### src/rtl/cpu_types_pkg.sv
`default_nettype none
// ============================================================================
// Module : cpu_types_pkg
// Brief  : Shared types and constants for the CPU memory subsystem.
// Rev    : 1.0  initial release
// ============================================================================
package cpu_types_pkg;

  localparam int CPU_WORD_W = 32;

  typedef logic [CPU_WORD_W-1:0] word_t;

  // RAM model handshake state as seen by the arbiter
  typedef enum logic [1:0] {
    FREE   = 2'd0,
    BUSY   = 2'd1,
    ACCESS = 2'd2,
    ERROR  = 2'd3
  } ramstate_t;

  // Arbiter FSM encoding
  typedef enum logic [1:0] {
    IDLE   = 2'd0,
    IGRANT = 2'd1,
    DGRANT = 2'd2
  } arb_state_t;

  // Returned instead of RAM data when the RAM reports an error
  localparam word_t BAD_WORD = 32'hBAD1BAD1;

endpackage
`default_nettype wire

### src/rtl/mem_arbiter.sv
`default_nettype none
// ============================================================================
// Module : mem_arbiter
// Brief  : Shares one RAM port between instruction fetch and data access.
//          Data has priority; a starvation counter forces fetches through.
// Rev    : 1.0  initial release
// ============================================================================
module mem_arbiter
  import cpu_types_pkg::*;
#(
  parameter int WORD_W       = CPU_WORD_W,
  parameter int STARVE_LIMIT = 4
) (
  input  logic              CLK,
  input  logic              nRST,
  input  logic              iREN,
  input  logic [WORD_W-1:0] iaddr,
  output logic              iwait,
  output logic [WORD_W-1:0] iload,
  input  logic              dREN,
  input  logic              dWEN,
  input  logic [WORD_W-1:0] daddr,
  input  logic [WORD_W-1:0] dstore,
  output logic              dwait,
  output logic [WORD_W-1:0] dload,
  output logic              ramREN,
  output logic              ramWEN,
  output logic [WORD_W-1:0] ramaddr,
  output logic [WORD_W-1:0] ramstore,
  input  logic [WORD_W-1:0] ramload,
  input  logic [1:0]        ramstate,
  output logic              mem_err
);

  localparam logic [3:0]        LIMIT   = 4'(STARVE_LIMIT);
  localparam logic [WORD_W-1:0] BAD_LD  = WORD_W'(BAD_WORD);

  arb_state_t state_q, state_d;
  logic [3:0] starve_q, starve_d;
  logic       err_q, err_d;

  ramstate_t  rs;
  logic       d_req;
  logic       ram_done;
  logic       i_done;
  logic       d_done;

  assign rs       = ramstate_t'(ramstate);
  assign d_req    = dREN | dWEN;
  // ERROR also ends the transaction so the pipeline never hangs
  assign ram_done = (rs == ACCESS) || (rs == ERROR);
  assign mem_err  = err_q;

  // State, starvation counter and sticky error registers
  always_ff @(posedge CLK or negedge nRST) begin
    if (!nRST) begin
      state_q  <= IDLE;
      starve_q <= '0;
      err_q    <= 1'b0;
    end else begin
      state_q  <= state_d;
      starve_q <= starve_d;
      err_q    <= err_d;
    end
  end

  // Next state: arbitrate in IDLE, on completion, or when the owner drops out
  always_comb begin
    arb_state_t arb;
    starve_d = starve_q;
    if (!iREN || i_done)
      starve_d = '0;
    else if (d_done && (starve_q != LIMIT))
      starve_d = starve_q + 4'd1;

    err_d = err_q;
    if ((state_q != IDLE) && (rs == ERROR))
      err_d = 1'b1;

    // Uses the post-update count so the fetch wins right after the last
    // permitted data grant, with no extra data grant slipping in
    arb = IDLE;
    if (d_req && iREN)
      arb = (starve_d == LIMIT) ? IGRANT : DGRANT;
    else if (d_req)
      arb = DGRANT;
    else if (iREN)
      arb = IGRANT;

    state_d = state_q;
    case (state_q)
      IDLE:    state_d = arb;
      IGRANT:  if (!iREN || i_done)  state_d = arb;
      DGRANT:  if (!d_req || d_done) state_d = arb;
      default: state_d = IDLE;
    endcase
  end

  // Outputs: RAM drive and completion handshake for the granted requester
  always_comb begin
    iwait    = 1'b1;
    dwait    = 1'b1;
    iload    = '0;
    dload    = '0;
    ramREN   = 1'b0;
    ramWEN   = 1'b0;
    ramaddr  = '0;
    ramstore = '0;
    i_done   = 1'b0;
    d_done   = 1'b0;
    case (state_q)
      IGRANT: begin
        if (iREN) begin
          ramREN  = 1'b1;
          ramaddr = iaddr;
          if (ram_done) begin
            i_done = 1'b1;
            iwait  = 1'b0;
            iload  = (rs == ERROR) ? BAD_LD : ramload;
          end
        end
      end
      DGRANT: begin
        if (d_req) begin
          ramaddr  = daddr;
          ramstore = dstore;
          // A simultaneous read and write request is served as a write
          ramWEN   = dWEN;
          ramREN   = ~dWEN;
          if (ram_done) begin
            d_done = 1'b1;
            dwait  = 1'b0;
            dload  = (rs == ERROR) ? BAD_LD : ramload;
          end
        end
      end
      default: ;
    endcase
  end

endmodule
`default_nettype wire

### config.mk
export PLATFORM = sky130hd
export DESIGN_NAME = mem_arbiter
export DESIGN_NICKNAME = d
export VERILOG_FILES = /design/src/rtl/cpu_types_pkg.sv /design/src/rtl/mem_arbiter.sv
export SDC_FILE = /design/constraint.sdc
export NUM_CORES = 1
export LEC_CHECK = 0
export CAP_MARGIN = 20
export CORE_AREA = 3 3 104 106
export DETAILED_ROUTE_END_ITERATION = 16
export DIE_AREA = 0 0 107 109
export HOLD_SLACK_MARGIN = 0.15
export PLACE_DENSITY = 0.65
export SLEW_MARGIN = 20
export SYNTH_ARGS = -nofsm -noshare
export SYNTH_HDL_FRONTEND = slang
export SYNTH_SLANG_ARGS = --single-unit
### constraint.sdc
create_clock -name CLK -period 1.8 [get_ports CLK]
set_input_delay 0.27 -clock CLK [delete_from_list [all_inputs] [get_ports CLK]]
set_output_delay 0.27 -clock CLK [all_outputs]
set_load 0.01 [all_outputs]
* Yosys cells after proc, flatten, opt, wreduce, memory -nomap -nowiden
Cells that the tools add are included.
** Operators by class
- Add/subtract/negate cells :: 1
- Bitwise operators :: 2
- Equality and inequality tests :: 8
- Reductions and logical operators :: 11
- Muxes and demuxes :: 35
** Operators by type and width (number)
- $mux W32 :: 10
- $pmux W32 S2 :: 1
- $mux W1 :: 15
- $mux W2 :: 5
- $mux W4 :: 2
- $eq A2 B2 Y1 const B :: 3
- $pmux W2 S3 :: 1
- $add A4 B1 Y4 const B :: 1
- $eq A4 B3 Y1 const B :: 1
- $ne A2 B2 Y1 const B :: 2
- $ne A4 B3 Y1 const B :: 1
- $logic_and A1 B1 Y1 :: 3
- $logic_or A1 B1 Y1 :: 3
- $eq A2 B1 Y1 const B :: 1
- $logic_not A1 Y1 :: 2
- $logic_not A2 Y1 :: 1
- $pmux W1 S2 :: 1
- $reduce_and A2 Y1 :: 1
- $reduce_bool A2 Y1 :: 1
- $not A1 Y1 :: 1
- $or A1 B1 Y1 :: 1
** Storage, ports and cells
- Output and inout port bits :: 133
- Word-level logic and storage cells :: 60
- Register bits :: 7

* Logic depth before layout (Yosys ltp)
Gate-level depths: netlist of the first run.
- Word-level depth :: 13
- Gate-level depth with buffers :: 7
- Gate-level depth less buffers :: 7

* Least setup slack after synthesis of the first run
Ideal clock, no wire load.
- Path kind :: reg2out
- From :: register state_q[0]
- To :: output ramaddr[15]
- Slack :: -174 ps
- Cell stages (with the launch flop) :: 8
- Data arrival time :: 1704 ps
- Data required time :: 1530 ps
- Cells stage by stage :: dfrtp_1 inv_1 ha_1 o21a_1 clkbuf_1 clkbuf_1 a22oi_1 nor2b_1
** On the way
- Cells in the longest elaborated chain, start to end :: 2
** RTL lines
- start: declaration :: line mem_arbiter.sv:38 : arb_state_t state_q, state_d;
- start signal: assignment :: line mem_arbiter.sv:61 : state_q <= state_d;
- $eq A2 B2 Y1 / $eq A2 B1 Y1 (equally long branches) :: line mem_arbiter.sv:111 : case (state_q)
- $pmux W32 S2 (*) :: line mem_arbiter.sv:111
- end: declaration :: line mem_arbiter.sv:28 : output logic [WORD_W-1:0] ramaddr,
Mark *: on every way between the ends. The rest lies on a longest branch, timed or not.

* Worst setup path after layout of the first run
- From :: register state_q[0]
- To :: output ramaddr[29]
Same word-level chain as after synthesis.

==> results of run 1 <==
==> power by group through the flow <==
| stage | combinational [mW] | clock (mW) | sequential (mW) |
|---|---|---|---|
| floorplan | 0.798 | 0 | 0.184 |
| CTS | 2.38 | 0.219 | 0.185 |
| finish | 2.74 | 0.210 | 0.185 |
| global placement | 1.99 | 0 | 0.182 |
| global route | 2.91 | 0.231 | 0.187 |
| detailed placement | 2.01 | 0 | 0.182 |
==> flip-flops by register name, summed over array words and instances (netlist names) <==
signal	flops
state_q	2
mem_err	1
starve_q	4
==> worst max-delay path, stage by stage, from the launching register on <==
cell	delay, ps
dfrtp_1	390
buf_6	130
ha_4	150
and2_4	190
buf_8	150
buf_16	150
a22oi_2	130
nor2b_1	70
buf_2	140
==> metal layers <==
| metal | vias to the layer above | part of all wire (%) | track usage (%) |
|---|---|---|---|
| met5 | - | 0 | 0 |
| met4 | 0 | 1.6 | 2.74 |
| met3 | 18 | 5.8 | 2.55 |
| met2 | 132 | 54 | 36.4 |
| met1 | 1512 | 38 | 23.6 |
| li1 | 1544 | - | - |
==> stage by stage <==
stage	utilization (%)	setup slack [ps]
floorplan	-	2.44
detailed placement	47.7	-545
finish	56.0	-179
CTS	49.7	-200
global route	56.0	-250
global placement	47.7	-513
==> cell families (layout without fill, tap and decap cells) <==
family	Yosys count	in the layout	synth area share (%)
AO/OA/AOI/OAI	50	50	23.0
flip-flops	7	7	10.5
XOR/XNOR	1	1	0.526
adder cells (fa/ha/maj)	6	6	4.51
AND/OR/NAND/NOR	183	183	54.0
buffers and inverters	31	339	7.44
==> how the worst max path moves through the flow <==
stage | from | to | slack, ps
finish | state_q[0]$_DFFE_PN0P_ | ramaddr[29] | -180
global placement | dREN | ramaddr[22] | -510
floorplan | state_q[0]$_DFFE_PN0P_ | state_q[1]$_DFFE_PN0P_ | 2
detailed placement | dREN | ramaddr[22] | -540
CTS | state_q[0]$_DFFE_PN0P_ | ramaddr[5] | -200
global route | state_q[1]$_DFFE_PN0P_ | ramaddr[16] | -250
==> cell type report <==
type                            instances  share of cell area, %
Timing Repair Buffer                  324                   56.7
Multi-Input combinational cell        240                   34.6
Sequential cell                         7                   3.17
Tap cell                              133                   3.01
Timing Repair inverter                  4                  0.997
Clock buffer                            4                  0.816
Inverter                                7                  0.703
==> repair_timing <==
action	4_1_cts	5_1_grt
pin swaps	26	37
endpoints found under the setup margin	135	127
gates resized for setup	638	126
buffers inserted	13	10
gates cloned	10	6
==> placed cells by master (no fill, tap or decap), drive strengths merged <==
cell type	count
o211ai	1
nand3b	1
a21oi	5
or4	2
a21bo	1
o31ai	1
a22oi	32
clkdlybuf4s50	132
clkinv	2
o31a	1
or3	1
and2	36
nand2	17
inv	9
a41oi	1
clkbuf	8
o21a	2
a211oi	1
nand2b	1
dfrtp	7
o21ai	1
xnor2	1
o2111ai	1
nor4b	1
buf	184
nor2	87
nand3	1
o221ai	1
nor2b	33
o211a	1
nor3	1
o21bai	1
nand4b	1
dlygate4sd2	4
ha	6
and4b	1
==> summary.txt, run 1 <==
Cells and area
  – Finished Cell Area: about 5500 um2
  – ANT cells: 0
  – Multi-input logic area: roughly 1900 um2
  – Area grow syn2layout: 232%
  – Finished Layout Cells: between 700 and 800
  – Seq. cell area: approximately 180 um2
  – Layout Nets: between 700 and 800
  – Layout cells sized above 1: 54.1%
  – Filler cells: about 890

Global routing
  – Total track usage: 19.2%
  – Pin count of the biggest net entering global routing: 19
  – Remaining Overflow, GRT: 0
  – First-pass GRT wire length: ~18000 um
  – Vias in the first global route: between 3000 and 4000
  – Initial antenna violation count: 0

Worst hold path
  – Hold Crit Class: primary input to async pin

Setup path
  – Critical path arrival: 1710 ps
  – Start of the worst register-to-register path: state_q[0]$_DFFE_PN0P_
  – R2R Path End: state_q[1]$_DFFE_PN0P_
  – Reg2reg path depth: 8
  – Req. time, crit path: 1530 ps
  – Crit path kind: register to output pin
  – R2r setup slk: -60 ps
  – Worst-path fanout max: 8
  – CP endpoint kind: output pin
  – Startpoint types: register

Outcome
  – Status: finished with violations
  – Violated checks: setup timing

Power and ir drop
  – Comb pwr share: between 80% and 90%
  – PwrDens: approximately 570 nW/um2
  – Clock power share: approximately 6.7%
  – Sequential Power Share: 5.9%
  – P_leak: around 2.4 nW
  – Internal Power: 1.91 mW
  – Post-route total power: between 3 and 4 mW
  – VDD IR max: approximately 520 uV
  – Sw frac: between 30% and 40%
  – Psw: 1.22 mW

Placement
  – DP Area: around 4700 um2
  – Final GP Congestion: between 0.8 and 0.9
  – Hpwl dp: around 8800 um
  – Buffers added on ports: 267
  – Dpl cells: 680

Clock tree
  – CTS H-tree lvls: 1
  – Hold Buf Count CTS: 0
  – CTS Buffer Depth: 2
  – Root buffer cell: clkbuf_8
  – Num CTS Buffers: 3
  – Worst skew pair latency: 220 ps
  – TritonCTS clock tree: done
  – Reg clk slew, reported paths: 40 ps
  – Clk sinks: 7

Timing
  – RSZ-0062 raised after global routing: true
  – PnR worst setup slack: -179 ps
  – Fin Clk Skew: between 0.6 and 0.7 ps
  – Final period util: 110%
  – Setup-failing EPs final: 110
  – Fmax: approximately 0.51 GHz
  – Worst Max-Slew Pin Slew: 387 ps
  – Minimum clock period: a little under 2000 ps
  – Worst hold slack: between 200 and 300 ps
  – Post-Route Setup TNS: -11340 ps
  – Slew margin rel.: approximately three quarters
  – Endpoints failing hold: 0
  – Max-slew violations: 0

Synthesis
  – Syn_area_per_cell: about 6 um2
  – Fraction of registers with async set/reset: 100%
  – Count leader, synth: nor2_1
  – Post-synth EDFFs: 0
  – Synth top area cells: nor2_1, a22oi_1, and2_1
  – Mapped cell area: about 1700 um2
  – Synth Instances: between 200 and 300
  – Post-synthesis sequential area ratio: around a tenth
  – Share of Yosys cell area claimed by the top area cell type: between 10% and 20%
  – Area leader, netlist: nor2_1
  – Prevailing post-synth register cell: dfrtp_1
  – Yosys cell types: 36
  – Yosys warnings: 0
  – Syn_nets: 419
  – Synth cell count leaders: nor2_1, and2_1, nor2b_1, a22oi_1, clkbuf_1
  – Seq cells post-synth: 7

Job
  – Max-cap violations: 0

Floorplan
  – Die W: around 110 um
  – Chip height: 109 um
  – Number of placement rows: 36
  – # IOs: 268
  – DIE AREA: roughly 12000 um2
  – Core Box Area: 9860 um2
  – Initial Utilization: around 17%

Routing
  – Routed vias: ~3200
  – WL per Instance: approximately 18 um
  – Drt drc: 0
  – Detailed Routing Iterations Pass 1: 4
  – Drt initial violations: roughly 130
  – Routed vias/inst: 4.46
  – Routed wire length: about 13000 um
  – Final ANT Viol Nets: 0
Power figures use the tool's default switching activity.
==> run 2: changes to the inputs <==
Settings changed: CAP_MARGIN 20 to default.
==> results of run 2 <==
The final DEF is identical to that of run 1; final timing and power are the same.
